**src/rtl/sign_bit_merger.sv**
```systemverilog
// Merges per-segment sign-flip descriptors into a bitstream: inverts the final bit of each flagged segment.
// Optional flipped-bit statistics counter (flip_count) enabled by defining SIGN_MERGER_STAT_EN.
module sign_bit_merger #(
  parameter int unsigned STAT_W = 16
) (
  input  logic       clk,
  input  logic       rst,
  input  logic       clk_en,
  input  logic [7:0] count_in,
  input  logic       count_in_empty,
  output logic       count_in_rd,
  input  logic       bit_in,
  input  logic       bit_in_empty,
  output logic       bit_in_rd,
  input  logic       bit_out_afull,
  output logic       bit_out,
  output logic       bit_out_wr
`ifdef SIGN_MERGER_STAT_EN
  ,
  output logic [STAT_W-1:0] flip_count
`endif
);

  typedef enum logic [1:0] {IDLE, LOAD, RUN} state_e;

  state_e     state_q, state_d;
  logic [6:0] rem_q, rem_d;
  logic       flip_q, flip_d;
  logic       bv_q, bv_d;
  logic       bo_q, bo_d;
  logic       wr_q;
  logic       fire, last;

  assign last        = (rem_q == 7'd1);
  assign fire        = (state_q == RUN) && bv_q && !bit_out_afull && clk_en;
  assign bit_in_rd   = clk_en && (state_q == RUN) && (!bv_q || fire);
  assign count_in_rd = clk_en && (state_q == IDLE);
  assign bit_out     = bo_q;
  assign bit_out_wr  = wr_q;

  always_comb begin
    state_d = state_q;
    rem_d   = rem_q;
    flip_d  = flip_q;
    bo_d    = bo_q;
    bv_d    = bv_q;
    unique case (state_q)
      IDLE: if (clk_en && !count_in_empty) state_d = LOAD;
      LOAD: if (clk_en) begin
        rem_d   = count_in[6:0];
        flip_d  = count_in[7];
        state_d = (count_in[6:0] != 7'd0) ? RUN : IDLE;
      end
      RUN: if (fire) begin
        rem_d = rem_q - 7'd1;
        bo_d  = bit_in ^ (flip_q && last);
        if (last) state_d = IDLE;
      end
      default: state_d = IDLE;
    endcase
    // The FIFO holds its output until the next read, so bit_in stays valid while bv_q is set.
    if (bit_in_rd && !bit_in_empty) bv_d = 1'b1;
    else if (fire)                  bv_d = 1'b0;
  end

  always_ff @(posedge clk or negedge rst) begin
    if (!rst) begin
      state_q <= IDLE;
      rem_q   <= '0;
      flip_q  <= 1'b0;
      bv_q    <= 1'b0;
      bo_q    <= 1'b0;
      wr_q    <= 1'b0;
    end else begin
      state_q <= state_d;
      rem_q   <= rem_d;
      flip_q  <= flip_d;
      bv_q    <= bv_d;
      bo_q    <= bo_d;
      wr_q    <= fire;
    end
  end

`ifdef SIGN_MERGER_STAT_EN
  logic [STAT_W-1:0] fc_q;
  logic              flip_hit;

  assign flip_hit   = fire && flip_q && last;
  assign flip_count = fc_q;

  always_ff @(posedge clk or negedge rst) begin
    if (!rst)                      fc_q <= '0;
    else if (flip_hit && fc_q != '1) fc_q <= fc_q + 1'b1;
  end
`else
  // Statistics disabled: no flip_count port or counter.
`endif

endmodule

```
**config.mk**
```make
export PLATFORM = sky130hd
export DESIGN_NAME = sign_bit_merger
export DESIGN_NICKNAME = d
export VERILOG_FILES = /design/src/rtl/sign_bit_merger.sv
export SDC_FILE = /design/constraint.sdc
export NUM_CORES = 1
export LEC_CHECK = 0
export BUFFER_PORTS_ARGS = -buffer_cell sky130_fd_sc_hd__buf_2
export CAP_MARGIN = 20
export CORE_UTILIZATION = 40
export DETAILED_ROUTE_END_ITERATION = 16
export GPL_TIMING_DRIVEN = 0
export PLACE_DENSITY = 0.62
export SLEW_MARGIN = 40
export SYNTH_ARGS = -nofsm -noshare
export SYNTH_HDL_FRONTEND = slang
export SYNTH_SLANG_ARGS = --single-unit
```
**constraint.sdc**
```tcl
create_clock -name clk -period 1.98 [get_ports clk]
set_clock_uncertainty 0.2 [all_clocks]
set_input_delay 0.396 -clock clk [delete_from_list [all_inputs] [get_ports clk]]
set_output_delay 0.396 -clock clk [all_outputs]
set_load 0.01 [all_outputs]
```
==> PnR_summary.wiki <==
{| class="wikitable"
! Metric !! Value
|-
| Status || finished, final reports clean
|-
| Final Hold Violating Endpoints || 0
|-
| Design Power || 0.00146 W
|-
| Die Outline Area || 2500 µm²
|-
| Dpl hpwl || 1700 µm
|-
| Worst setup timing slack at the placement stage || 0.101 ns
|-
| Syn Area/Cell || a little over 10 µm²
|-
| Hold_sp || bit_in_empty
|-
| Category of the worst setup path launch point || register
|-
| CTS tree || done
|-
| Initial detailed-routing violation count || 21
|-
| Clock-pin slew of the registers on the worst-case setup and hold paths || ~0.09 ns
|-
| Library cell with the highest instance count after synthesis || sky130_fd_sc_hd__dfrtp_1
|-
| Max Freq || 0.521 GHz
|-
| Sum of routed wire length over all layers || 2340 µm
|-
| Area share of fa/ha/maj cells after synthesis || 2.72%
|-
| Max-cap violations || 0
|-
| CP startpoint || state_q[0]
|-
| Pins Over Slew Limit || 0
|-
| Chip Width || 50.0 µm
|-
| Fraction of synthesized area in multiplexers || 4.48%
|-
| Site Rows || 17
|-
| Final setup violation count || 0
|-
| Maximum level of the CTS H-tree || 1
|-
| Worst slew margin relative to its limit || 54.9%
|-
| Worst IR Drop VDD || 0.000629 V
|-
| Area share of xor/xnor cells in the synthesized design || 0%
|-
| Pin count of the biggest net entering global routing || 14
|-
| CP Capture Type || output pin
|-
| Number of DRC violations after detailed routing || 0
|-
| Antenna diode instance count || 0
|-
| Post-synthesis cell area || 921 µm²
|-
| P per Cell Area || 1310 nW/µm²
|-
| Met2 WL || 1100 µm
|-
| Layout overhead on the synthesized area || 20.2%
|-
| Overall die height || 50.0 µm
|-
| Share of final-layout standard cells stronger than drive strength 1 || 35.7%
|-
| Vias in the first global route || 786
|-
| Slew of the pin with the lowest slew margin || 0.668 ns
|-
| Vias || 846
|-
| Drt via density || 5.92
|-
| Required @ worst endpoint || 1.38 ns
|-
| Nets@finish || roughly 130
|-
| Area share of the largest cell type after synthesis || 35.3%
|-
| Synth Net Count || 107
|-
| Cell type with the highest aggregate area in the netlist || sky130_fd_sc_hd__dfrtp_1
|-
| Post-route clock period utilization || ~97%
|-
| Synth Warn # || 0
|-
| Sink count of the clock tree || 13
|-
| Tmin final || between 1.5 and 2 ns
|-
| Met3 wire length || between 100 and 150 µm
|-
| Cell leakage power || approximately 0.47 nW
|-
| Clock latency on the worst-skew pair || around 0.28 ns
|-
| Iteration count of the initial detailed-routing pass || 4
|-
| Count of unique library cells instantiated by Yosys || 46
|-
| Worst Path Max Fanout || 10
|-
| Async set-or-reset flop fraction in the synthesized netlist || 100%
|-
| Wire length of the first global-routing pass || approximately 3800 µm
|-
| Post-synthesis compound-gate area fraction || about a quarter
|-
| Top routing layer in use || met4
|-
| Leading cell types by count after synthesis || 13 x sky130_fd_sc_hd__dfrtp_1, 7 x sky130_fd_sc_hd__inv_1, 5 x sky130_fd_sc_hd__o21ai_0, 4 x sky130_fd_sc_hd__nor2_1
|-
| Clock buffer count from CTS || 3
|-
| Fillers || a little over 200
|-
| Number of antenna violations at the first check in global routing || 0
|-
| Post-synthesis simple-gate area fraction || between 20% and 30%
|-
| Synth area leaders || sky130_fd_sc_hd__dfrtp_1 35%, sky130_fd_sc_hd__buf_6 3.7%, sky130_fd_sc_hd__mux2i_1 3.3%
|-
| I/O Pins || 19
|-
| Data arrival time of the critical path || ~1.3 ns
|-
| Clock root cell || sky130_fd_sc_hd__clkbuf_4
|-
| FF+latch count, synth || 13
|-
| Mapped Cells || 90
|-
| Combinational family with the most area after synthesis || compound AO/OA/AOI/OAI gates
|-
| Buffer levels on the longest clock path || 2
|-
| Routed length per instance || 16.3 µm
|-
| Sequential area share after synthesis || 35.3%
|-
| Worst Setup Path Type || reg -> out
|-
| Most instantiated flip-flop cell in the synthesis netlist || sky130_fd_sc_hd__dfrtp_1
|-
| Antenna Nets Post-Route || 0
|-
| Cell Count, Final, Fillers Out || 143
|-
| Wire length on met1 || 1080 µm
|-
| Core area || 2190 µm²
|-
| Residual overflow from global routing || 0
|-
| Number of I/O port buffers || 17
|-
| Count of flip-flops with a built-in enable after synthesis || 0
|-
| Crit path setup slack, layout || about 0.059 ns
|-
| Critical R2R Launch || rem_q[1]
|-
| Placed cells || between 100 and 150
|-
| Min-Delay Path Class || in -> reg
|-
| Starting density of the core || a little over two fifths
|-
| Overall fraction of global-route tracks in use || 20.7%
|-
| Global placement routability congestion || 0.929
|}
[worst max-delay path, cell delays in order (launching register included)]
cell and delay, ns:
sky130_fd_sc_hd__dfrtp_2 0.44, sky130_fd_sc_hd__buf_6 0.15, sky130_fd_sc_hd__nand3b_1 0.18, sky130_fd_sc_hd__a21oi_1 0.13, sky130_fd_sc_hd__buf_2 0.14
[cells in the final DEF, fill, tap and decap left out, types with 3 or more instances in the layout]
cell	n
sky130_fd_sc_hd__o22ai_1	3
sky130_fd_sc_hd__buf_6	3
sky130_fd_sc_hd__inv_1	7
sky130_fd_sc_hd__a211oi_1	3
sky130_fd_sc_hd__a21oi_1	3
sky130_fd_sc_hd__buf_4	3
sky130_fd_sc_hd__clkbuf_4	3
sky130_fd_sc_hd__nand3b_1	3
sky130_fd_sc_hd__buf_2	18
sky130_fd_sc_hd__mux2i_1	3
sky130_fd_sc_hd__o21ai_0	5
sky130_fd_sc_hd__nor2_1	4
sky130_fd_sc_hd__dfrtp_1	12
[worst paths after layout]
check	end	slack (ns)	cells past startpoint
max	bit_in_rd	0.06	4
min	bv_q	0.1	2
max reg2reg	state_q[1]	0.10	5
min reg2reg	flip_q	0.34	1
max in group asynchronous	state_q[0]	1.00	2
min in group asynchronous	state_q[1]	0.33	2
[through the flow]
step	hold WS (ns)	area (µm²)	TNS (ns)	utilization (%)
3_3_place_gp	0.102	1040	0	47.5
2_1_floorplan	-0.0996	921	0	-
3_5_place_dp	0.0995	1040	0	47.5
4_1_cts	0.0954	1080	0	49.5
6_report	0.0974	1110	0	50.5
5_1_grt	0.0874	1110	-0.00580	50.5
[cell type report]
class                   instances  area, µm²  share of cell area [%]
multi-input cells              66        537                    48.5
flip-flops and latches         13        327                    29.5
repair buffers                 21        118                    10.6
plain buffers                   4       38.8                    3.50
well taps                      28       35.0                    3.16
clock buffers                   4       26.3                    2.37
inverters                       7       26.3                    2.37
[layer usage]
metal / up-vias / global-route usage [%]
li1: 402 / -
met2: 28 / 31.3
met5: - / 0
met3: 7 / 5.25
met1: 409 / 27.4
met4: 0 / 9.05
[timing repair]
item,in CTS,in global routing
endpoints found under the hold margin,13,0
gates resized for setup,0,2
hold buffers,1,0
setup endpoints to repair,1,3
setup buffers,1,2
[cell families after synthesis]
family,count (synthesis)
DFF,13
AOI/OAI and AO/OA,29
and+or+nand+nor,31
muxes,4
buffers and inverters,11
adders and majority gates,2
[flip-flops by register name, indices dropped and copies added, names as in the netlist]
register    count
rem_q           7
bit_out_wr      1
bit_out         1
bv_q            1
flip_q          1
state_q         2
[power by group]
group / switching, W / internal [W] / total, W
clock network: 0.0000929 / 0.0000783 / 0.000171
registers: 0.000142 / 0.000384 / 0.000525
logic: 0.000391 / 0.000368 / 0.000759
total: 0.000626 / 0.000829 / 0.00146
Power figures use the tool's default switching activity.
